$ cat config.mk
export PLATFORM = sky130hd
export DESIGN_NAME = prog_frame_loader_flat
export DESIGN_NICKNAME = d
export VERILOG_FILES = /design/src/rtl/prog_loader_pkg.sv /design/src/rtl/prog_frame_loader_if.sv /design/src/rtl/prog_word_asm.sv /design/src/rtl/prog_frame_loader.sv /design/src/flat_wrapper.sv
export SDC_FILE = /design/constraint.sdc
export NUM_CORES = 1
export LEC_CHECK = 0
export CAP_MARGIN = 25
export CORE_MARGIN = 4
export CORE_UTILIZATION = 60
export DETAILED_ROUTE_END_ITERATION = 12
export HOLD_SLACK_MARGIN = 0.15
export PLACE_DENSITY = 0.85
export REMOVE_ABC_BUFFERS = 1
export SYNTH_ARGS = -nofsm -noshare
export SYNTH_HDL_FRONTEND = slang
export SYNTH_SLANG_ARGS = --single-unit
$ cat constraint.sdc
create_clock -name clk_i -period 4.4 [get_ports clk_i]
set_input_delay 0.66 -clock clk_i [delete_from_list [all_inputs] [get_ports clk_i]]
set_output_delay 0.66 -clock clk_i [all_outputs]
set_load 0.005 [all_outputs]
$ cat src/rtl/prog_loader_pkg.sv
// prog_loader_pkg: shared state encoding, response bytes and default frame markers
package prog_loader_pkg;
  typedef enum logic [2:0] {
    S_IDLE,
    S_ADDR_H,
    S_ADDR_L,
    S_LEN,
    S_DATA,
    S_CKSUM,
    S_RESP
  } state_e;
  localparam logic [7:0] ACK_BYTE    = 8'h06;
  localparam logic [7:0] NAK_BYTE    = 8'h15;
  localparam logic [7:0] SOF_DEFAULT = 8'hA5;
  localparam logic [7:0] EOP_DEFAULT = 8'h5A;
endpackage

$ cat src/rtl/prog_frame_loader_if.sv
// prog_frame_loader_if: UART byte in, ICCM write port and response byte out
interface prog_frame_loader_if;
  logic        rx_dv_i;
  logic [7:0]  rx_byte_i;
  logic        tx_busy_i;
  logic        we_o;
  logic [11:0] addr_o;
  logic [31:0] wdata_o;
  logic        tx_dv_o;
  logic [7:0]  tx_byte_o;
  modport master (
    input  rx_dv_i, rx_byte_i, tx_busy_i,
    output we_o, addr_o, wdata_o, tx_dv_o, tx_byte_o
  );
  modport slave (
    output rx_dv_i, rx_byte_i, tx_busy_i,
    input  we_o, addr_o, wdata_o, tx_dv_o, tx_byte_o
  );
endinterface

$ cat src/rtl/prog_word_asm.sv
// prog_word_asm: little-endian byte-to-word assembler with 4th-byte completion strobe
module prog_word_asm (
  input  logic        clk_i,
  input  logic        rst_ni,
  input  logic        clr_i,
  input  logic        en_i,
  input  logic [7:0]  byte_i,
  output logic [31:0] word_o,
  output logic        done_o
);
  logic [1:0]  idx_q, idx_d;
  logic [23:0] sh_q, sh_d;
  assign word_o = {byte_i, sh_q};
  assign done_o = en_i && idx_q == 2'd3;
  // shift each byte in from the top so the first byte lands in the low lane
  always_comb begin
    idx_d = clr_i ? 2'd0 : idx_q + {1'b0, en_i};
    sh_d  = en_i ? {byte_i, sh_q[23:8]} : sh_q;
  end
  // byte index and partial word
  always_ff @(posedge clk_i) begin
    if (!rst_ni) begin
      idx_q <= 2'd0;
      sh_q  <= 24'd0;
    end else begin
      idx_q <= idx_d;
      sh_q  <= sh_d;
    end
  end
endmodule

$ cat src/rtl/prog_frame_loader.sv
// prog_frame_loader: framed UART-to-ICCM program loader; PROG_FRAME_CKSUM_EN adds a verified CKSUM byte
module prog_frame_loader
  import prog_loader_pkg::*;
#(
  parameter int unsigned TIMEOUT_CYCLES = 1_000_000,
  parameter logic [7:0]  SOF_BYTE       = SOF_DEFAULT,
  parameter logic [7:0]  EOP_BYTE       = EOP_DEFAULT
) (
  input  logic clk_i,
  input  logic rst_ni,
  input  logic prog_i,
  prog_frame_loader_if.master bus,
  output logic reset_o,
  output logic err_o
);
  state_e      state_q, state_d;
  logic        sess_q, sess_d, eop_q, eop_d, rsto_q, rsto_d, err_q, err_d, we_q, we_d;
  logic [11:0] addr_q, addr_d, waddr_q, waddr_d;
  logic [31:0] wdata_q, wdata_d, cnt_q, cnt_d, word;
  logic [8:0]  wcnt_q, wcnt_d;
  logic [7:0]  txb_q, txb_d, b;
  logic        rx, tmo, done, tx_dv, asm_en, asm_clr;
`ifdef PROG_FRAME_CKSUM_EN
  logic [7:0]  sum_q, sum_d, sum_n;
`endif
  assign rx            = bus.rx_dv_i;
  assign b             = bus.rx_byte_i;
  assign bus.we_o      = we_q;
  assign bus.addr_o    = waddr_q;
  assign bus.wdata_o   = wdata_q;
  assign bus.tx_dv_o   = tx_dv;
  assign bus.tx_byte_o = txb_q;
  assign reset_o       = rsto_q;
  assign err_o         = err_q;
  prog_word_asm u_asm (
    .clk_i  (clk_i),
    .rst_ni (rst_ni),
    .clr_i  (asm_clr),
    .en_i   (asm_en),
    .byte_i (b),
    .word_o (word),
    .done_o (done)
  );
  // frame parser, session tracking, idle timeout and response selection
  always_comb begin
    state_d = state_q;
    sess_d  = sess_q;
    eop_d   = eop_q;
    err_d   = err_q;
    addr_d  = addr_q;
    waddr_d = waddr_q;
    wdata_d = wdata_q;
    wcnt_d  = wcnt_q;
    txb_d   = txb_q;
    we_d    = 1'b0;
    asm_en  = 1'b0;
    asm_clr = 1'b0;
    tx_dv   = 1'b0;
    cnt_d   = (rx || state_q == S_IDLE || state_q == S_RESP) ? 32'd0 : cnt_q + 32'd1;
    tmo     = !rx && cnt_q >= TIMEOUT_CYCLES && state_q != S_IDLE && state_q != S_RESP;
`ifdef PROG_FRAME_CKSUM_EN
    sum_n   = sum_q + b;
    sum_d   = rx ? sum_n : sum_q;
`endif
    case (state_q)
      S_IDLE: begin
        sess_d = (eop_q && !prog_i) ? 1'b0 : sess_q | prog_i;
        eop_d  = eop_q && prog_i;
        if (sess_q && rx && b == SOF_BYTE) begin
          state_d = S_ADDR_H;
          err_d   = 1'b0;
          eop_d   = 1'b0;
          asm_clr = 1'b1;
`ifdef PROG_FRAME_CKSUM_EN
          sum_d   = 8'd0;
`endif
        end else if (sess_q && rx && b == EOP_BYTE) begin
          state_d = S_RESP;
          txb_d   = ACK_BYTE;
          eop_d   = 1'b1;
        end
      end
      S_ADDR_H: if (rx) begin
        addr_d  = {b[3:0], addr_q[7:0]};
        state_d = S_ADDR_L;
      end
      S_ADDR_L: if (rx) begin
        addr_d  = {addr_q[11:8], b};
        state_d = S_LEN;
      end
      S_LEN: if (rx) begin
        wcnt_d  = {b == 8'd0, b};
        state_d = S_DATA;
      end
      S_DATA: begin
        asm_en = rx;
        if (done) begin
          we_d    = 1'b1;
          waddr_d = addr_q;
          wdata_d = word;
          addr_d  = addr_q + 12'd1;
          wcnt_d  = wcnt_q - 9'd1;
          if (wcnt_q == 9'd1) begin
`ifdef PROG_FRAME_CKSUM_EN
            state_d = S_CKSUM;
`else
            state_d = S_RESP;
            txb_d   = ACK_BYTE;
`endif
          end
        end
      end
`ifdef PROG_FRAME_CKSUM_EN
      S_CKSUM: if (rx) begin
        state_d = S_RESP;
        txb_d   = sum_n == 8'd0 ? ACK_BYTE : NAK_BYTE;
        err_d   = err_q | (sum_n != 8'd0);
      end
`endif
      S_RESP: if (!bus.tx_busy_i) begin
        tx_dv   = 1'b1;
        state_d = S_IDLE;
      end
      default: state_d = S_IDLE;
    endcase
    if (tmo) begin
      state_d = S_IDLE;
      err_d   = 1'b1;
    end
    rsto_d = ~sess_d;
  end
  // state and registered outputs
  always_ff @(posedge clk_i) begin
    if (!rst_ni) begin
      state_q <= S_IDLE;
      sess_q  <= 1'b0;
      eop_q   <= 1'b0;
      rsto_q  <= 1'b0;
      err_q   <= 1'b0;
      we_q    <= 1'b0;
      addr_q  <= 12'd0;
      waddr_q <= 12'd0;
      wdata_q <= 32'd0;
      cnt_q   <= 32'd0;
      wcnt_q  <= 9'd0;
      txb_q   <= 8'd0;
`ifdef PROG_FRAME_CKSUM_EN
      sum_q   <= 8'd0;
`endif
    end else begin
      state_q <= state_d;
      sess_q  <= sess_d;
      eop_q   <= eop_d;
      rsto_q  <= rsto_d;
      err_q   <= err_d;
      we_q    <= we_d;
      addr_q  <= addr_d;
      waddr_q <= waddr_d;
      wdata_q <= wdata_d;
      cnt_q   <= cnt_d;
      wcnt_q  <= wcnt_d;
      txb_q   <= txb_d;
`ifdef PROG_FRAME_CKSUM_EN
      sum_q   <= sum_d;
`endif
    end
  end
endmodule

$ cat src/flat_wrapper.sv
// flat-port wrapper written by rule: the top's interface ports become plain ports
module prog_frame_loader_flat import prog_loader_pkg::*;
#(
  parameter int unsigned TIMEOUT_CYCLES = 1_000_000,
  parameter logic [7:0]  SOF_BYTE       = SOF_DEFAULT,
  parameter logic [7:0]  EOP_BYTE       = EOP_DEFAULT
)
  (clk_i, rst_ni, prog_i, reset_o, err_o, bus_rx_dv_i, bus_rx_byte_i, bus_tx_busy_i, bus_we_o, bus_addr_o, bus_wdata_o, bus_tx_dv_o, bus_tx_byte_o);
  prog_frame_loader_if bus_i ();
  input  logic clk_i;
  input  logic rst_ni;
  input  logic prog_i;
  output logic reset_o;
  output logic err_o;
  input wire logic [$bits(bus_i.rx_dv_i)-1:0] bus_rx_dv_i;
  input wire logic [$bits(bus_i.rx_byte_i)-1:0] bus_rx_byte_i;
  input wire logic [$bits(bus_i.tx_busy_i)-1:0] bus_tx_busy_i;
  output wire logic [$bits(bus_i.we_o)-1:0] bus_we_o;
  output wire logic [$bits(bus_i.addr_o)-1:0] bus_addr_o;
  output wire logic [$bits(bus_i.wdata_o)-1:0] bus_wdata_o;
  output wire logic [$bits(bus_i.tx_dv_o)-1:0] bus_tx_dv_o;
  output wire logic [$bits(bus_i.tx_byte_o)-1:0] bus_tx_byte_o;
  assign bus_i.rx_dv_i = bus_rx_dv_i;
  assign bus_i.rx_byte_i = bus_rx_byte_i;
  assign bus_i.tx_busy_i = bus_tx_busy_i;
  assign bus_we_o = bus_i.we_o;
  assign bus_addr_o = bus_i.addr_o;
  assign bus_wdata_o = bus_i.wdata_o;
  assign bus_tx_dv_o = bus_i.tx_dv_o;
  assign bus_tx_byte_o = bus_i.tx_byte_o;
  prog_frame_loader #(.TIMEOUT_CYCLES(TIMEOUT_CYCLES), .SOF_BYTE(SOF_BYTE), .EOP_BYTE(EOP_BYTE)) u_core (.clk_i(clk_i), .rst_ni(rst_ni), .prog_i(prog_i), .bus(bus_i), .reset_o(reset_o), .err_o(err_o));
endmodule
### Word-level counts from Yosys, hierarchy flattened

Index checks and enable logic that the tools add are counted.

* register bits: 139
* input port bits: 13
* word-level logic and storage cells: 111

* add/subtract/negate cells: 4
* magnitude comparators: 1
* equal/unequal tests: 19
* mux-type cells: 34
* bitwise logic cells: 5
* reductions and logical operators: 33

Operators with widths (number)
* 2-to-1 mux 8 bit: 5
* one-hot mux 12 bit (3 select lines): 1
* adder 32 x 1 -> 32 bit (second input constant): 1
* greater-or-equal comparator 32 x 20 -> 1 bit (second input constant): 1
* 2-to-1 mux 12 bit: 2
* 2-to-1 mux 3 bit: 8
* 2-to-1 mux 9 bit: 2
* one-hot mux 3 bit (6 select lines): 1
* one-hot mux 9 bit (2 select lines): 1
* one-hot mux 8 bit (2 select lines): 1
* 2-to-1 mux 1 bit: 13
* adder 12 x 1 -> 12 bit (second input constant): 1
* inequality test 2 bit (second input constant): 6
* nonzero test 2 bit: 6
* equality test 9 x 1 -> 1 bit (second input constant): 1
* logical AND 1 bit: 9
* subtractor 9 x 1 -> 9 bit (second input constant): 1
* equality test 8 x 7 -> 1 bit (second input constant): 1
* equality test 8 bit (second input constant): 1
* zero test 8 bit: 1
* AND reduction 4 bit: 2
* AND reduction 7 bit: 1
* equality test 3 x 2 -> 1 bit (second input constant): 2
* equality test 3 bit (second input constant): 2
* other kinds (15): 26

### Logic depth before layout (Yosys ltp)

* word-level depth: 6
* gate-level depth with buffers: 8
* depth with buffers taken out: 6

### By module

A second synthesis with hierarchy kept.

* cell total of the unflattened synthesis: 720
* area total of the unflattened synthesis: 6130.9 sq um

By module, submodules not included
* prog_frame_loader: instances 1, cells an instance 628, area each 5057.4 sq um
* prog_word_asm: instances 1, cells an instance 92, area each 1073.5 sq um

### Least setup slack after synthesis

Ideal clock, no wire load.

* path type: input to register
* start: in rst_ni
* end: reg u_core.cnt_q[26]
* setup time: 0.101 ns
* arrival: 1.967 ns
* required time: 4.299 ns
* setup slack: 2.332 ns
* stages: 6
* buffers on the path: 2
* path through: clkbuf_1 clkinv_1 a211oi_1 clkbuf_1 o311ai_0 o41ai_1

* longest elaborated chain between the ends: 2

Ends and longest elaborated chain
* start, declared: RTL line flat_wrapper.sv:11 `input logic rst_ni;`
* inverter 1 bit (no source line)
* OR reduction 2 bit (no source line)
* end signal, assigned: RTL line prog_frame_loader.sv:160 `cnt_q <= cnt_d;`
* end, declared: RTL line prog_frame_loader.sv:19 `logic [31:0] wdata_q, wdata_d, cnt_q, cnt_d, word;`

No other way between the ends.
A chain may end at the register's enable or synchronous reset.

### Worst setup path after layout

* start: reg u_core.state_q[2]
* end: out bus_tx_dv_o

* longest elaborated chain between the ends: 2

Ends and longest elaborated chain
* start, declared: RTL line prog_frame_loader.sv:16 `state_e state_q, state_d;`
* start signal, assigned: RTL line prog_frame_loader.sv:151 `state_q <= state_d;`
* equality test 3 bit: RTL line prog_frame_loader.sv:65 `case (state_q)`
* 2-to-1 mux 1 bit: RTL line prog_frame_loader.sv:65
* end, declared: RTL line flat_wrapper.sv:21 `output wire logic [$bits(bus_i.tx_dv_o)-1:0] bus_tx_dv_o;`

No other way between the ends.

==> results.ini <==
[run_status]
status=completed

[timing]
period_share=0.616
finalSetupTns_ns=0
fin_worst_hold_slack_ns=0.453
timing.fmax_mhz=369
finalCriticalPeriod_ns=2.71
skew_ns=0.00544
setup_viol=0
rsz0062_at_grt=false
slew_headroom=0.321
final-max-slew-violation-count=0
final_hold_viol_count=0
max_slew.worst_pin.slew_ns=1.02

[floorplanning]
start_util=0.628
io_pins=69
dieWidth_um=107
die_area_um2=11400
core_area_um2=9370
fp-row-count=35
die_y_um=107

[worst_setup_path]
crit_path_end_kind=output port
cpMaxStageDelayCell=dfxtp_1
endpoint=bus_tx_dv_o
crit_cells=3
cp_cell_sequence=nand2b_1, nor3b_1, clkdlybuf4s50_1
r2r_start=u_core.state_q[2]
critPathTopFamily=flip-flops
cp.arrival_ns=2.05
slowest_delay_ns=0.63
cp-startpoint=u_core.state_q[2]
start_kind=flip-flop
reg2reg_slack_ns=1.99
critPathRequiredTime_ns=3.74
path_max_fanout=15
criticalPathCategory=flip-flop to output port
cp_num_buf_inv=1
regToRegEndpoint=u_core.u_asm.idx_q[1]
reg2reg_depth=8

[global_routing]
grt.overflow.total=0
first_global_vias=5291
grt_max_degree=87
grt_pass1_wl_um=23700
antenna_found_initial=0
grt_use_total=0.252

[pwr]
pwr-share-seq=0.437
power_leakage_uw=0.00222
switching_share=0.270
power_frac_comb=0.105
intPower_uw=2150
p_sw_uw=795
power.density_nw_per_um2=417
clockPowerShare=0.458
ir_drop_v=0.000320

[yosys]
synth-edff-count=0
postSynthAreaPerCell_um2=7.93
synth_area_um2=5880
post_synth_and_or_nand_nor_area_fraction=0.257
synth_top_family_by_area=simple AND/OR/NAND/NOR gates
yosysWarnings=0
async_flop_share=0
yosys.cell_count.top_type=nand2_1
synth.area.top_cells=dfxtp_1 (45%), nand2_1 (11%), a21oi_1 (8.9%), clkbuf_1 (2.7%), nor2_1 (2.3%)
yosysTopAreaCellShare=0.449
synth_ff_type=dfxtp_1
synth-adder-area-share=0.0128
synth_commonest_cells=nand2_1 (165), dfxtp_1 (132), a21oi_1 (105)
ys_seq_elements=132
synth_xor_area_frac=0.0179
syn_inst=742
synth_cell_types=61
yosysTopAreaCell=dfxtp_1
ys_seq_area_frac=0.449
muxShareOfSynthArea=0.00681
synth_compound_area_frac=0.203

[layout]
num-nets-final=799
multi_input_area_um2=2950
diodes=0
n_fill_cell=702
area_growth_pct=20.1
design_area_um2=7070
register_area_um2=2640
drive_above_1_share=0.0593

[routing]
routed_via_density=6.06
drcViolationCount=0
drt-total-wl_um=14200
drt_first_iter_violations=502
antenna_left=0
vias=5589
drt_pre_antenna_iters=5
wl_per_cell_um=15.4

[flow_run]
maxCapViolCount=0

[placed_design]
place.gp.congestion=0.852
placed_cell_area_um2=6490
numPortBuffers=62
dp_hpwl_um=9140

[clock_tree]
clockRootBuffer=clkbuf_8
cts_max_path_buffers=2
cts_tree=yes
clk_pin_slew_ns=0.06
htree_levels=4
cts_buffers=17
post_cts_resized=0
clk_latency_ns=0.52
ctsHoldBuffers=0
cts.sinks=132
post-cts-setup-buffers=0

[worst_hold_path]
holdPathStages=2
hold_path.class=flip-flop to flip-flop

-- cells by family (layout without fill, tap and decap cells) --
group,Yosys count,after routing
AO/OA/AOI/OAI,196,196
buffers and inverters,74,120
multiplexers,4,4
XOR/XNOR,12,12
flip-flops,132,132
adder cells (fa/ha/maj),6,6
AND/OR/NAND/NOR,317,317
other,1,6
-- registers in the layout (all words and copies together), names as in the netlist --
name	cells
u_core.bus.wdata_o	32
u_core.cnt_q	32
u_core.u_asm.sh_q	24
u_core.addr_q	12
u_core.bus.addr_o	12
u_core.wcnt_q	9
u_core.state_q	3
u_core.u_asm.idx_q	2
u_core.bus.tx_byte_o	1
u_core.bus.we_o	1
u_core.eop_q	1
u_core.err_o	1
u_core.reset_o	1
u_core.sess_q	1
-- stage by stage --
| step | std cells | utilization | total power [uW] | setup WS, ns |
|---|---|---|---|---|
| final | 922 | 0.754 | 2940 | 1.69 |
| after global routing | 922 | 0.754 | 3060 | 1.59 |
| after floorplan | 693 | - | 1500 | 0.875 |
| after global placement | 890 | 0.693 | 1600 | 1.55 |
| after CTS | 922 | 0.754 | 2960 | 1.70 |
| after detailed placement | 890 | 0.693 | 1610 | 1.53 |
-- power groups by stage --
stage	clock (uW)	combinational, uW	sequential, uW
final	1350	309	1290
after global routing	1430	340	1290
after CTS	1370	305	1280
after detailed placement	0	298	1310
after global placement	0	289	1310
after floorplan	0	209	1290
-- per-layer routing --
layer,vias to the layer above,share of wire,GRT usage
met5,-,0,0
met4,0,0.032,0.121
met3,54,0.068,0.0548
met2,228,0.50,0.442
met1,2604,0.40,0.291
li1,2703,-,-
-- cell usage in the layout (no fill, tap or decap), types with 5 or more instances in the layout --
cell type        synthesis  final
dfxtp_1                132    132
a31oi_1                  6      6
nand4_1                 10     10
nand2_1                165    165
ha_1                     6      6
nand3_1                 19     19
conb_1                   1      6
nor4_1                   9      9
o31ai_1                 18     18
o311ai_0                 6      6
or3_1                    5      5
a21oi_1                105    105
buf_4                    7      6
nand2b_1                 6      6
xnor2_1                 10     10
inv_1                   18     18
clkbuf_16                0     16
clkdlybuf4s50_1          0     62
nor2_1                  36     36
or4_1                   17     17
a21boi_0                 5      5
and3_1                   7      7
o21ai_0                 19     19
nor3_1                  19     19
o21a_1                   7      7
-- area by class of cell --
cell class | count | share of cell area
multi-input combinational | 541 | 0.417
clock inverter | 14 | 0.0218
timing repair buffer | 68 | 0.0942
sequential | 132 | 0.374
clock buffer | 18 | 0.0591
inverter | 20 | 0.0106
tap | 129 | 0.0228
-- worst min path at each step --
stage / endpoint / from
floorplan: u_core.bus.wdata_o[0] / u_core.u_asm.sh_q[0]
global placement: u_core.bus.wdata_o[1] / u_core.u_asm.sh_q[1]
detailed placement: u_core.bus.wdata_o[26] / u_core.bus.wdata_o[26]
CTS: u_core.bus.wdata_o[7] / u_core.u_asm.sh_q[7]
global route: u_core.u_asm.sh_q[5] / u_core.u_asm.sh_q[5]
finish: u_core.bus.wdata_o[26] / u_core.bus.wdata_o[26]
-- tightest hold or removal path, stage by stage, from the launching register on --
cell	delay, ns
dfxtp_1	0.31
nand2_1	0.05
a21oi_1	0.05
Power figures use the tool's default switching activity.
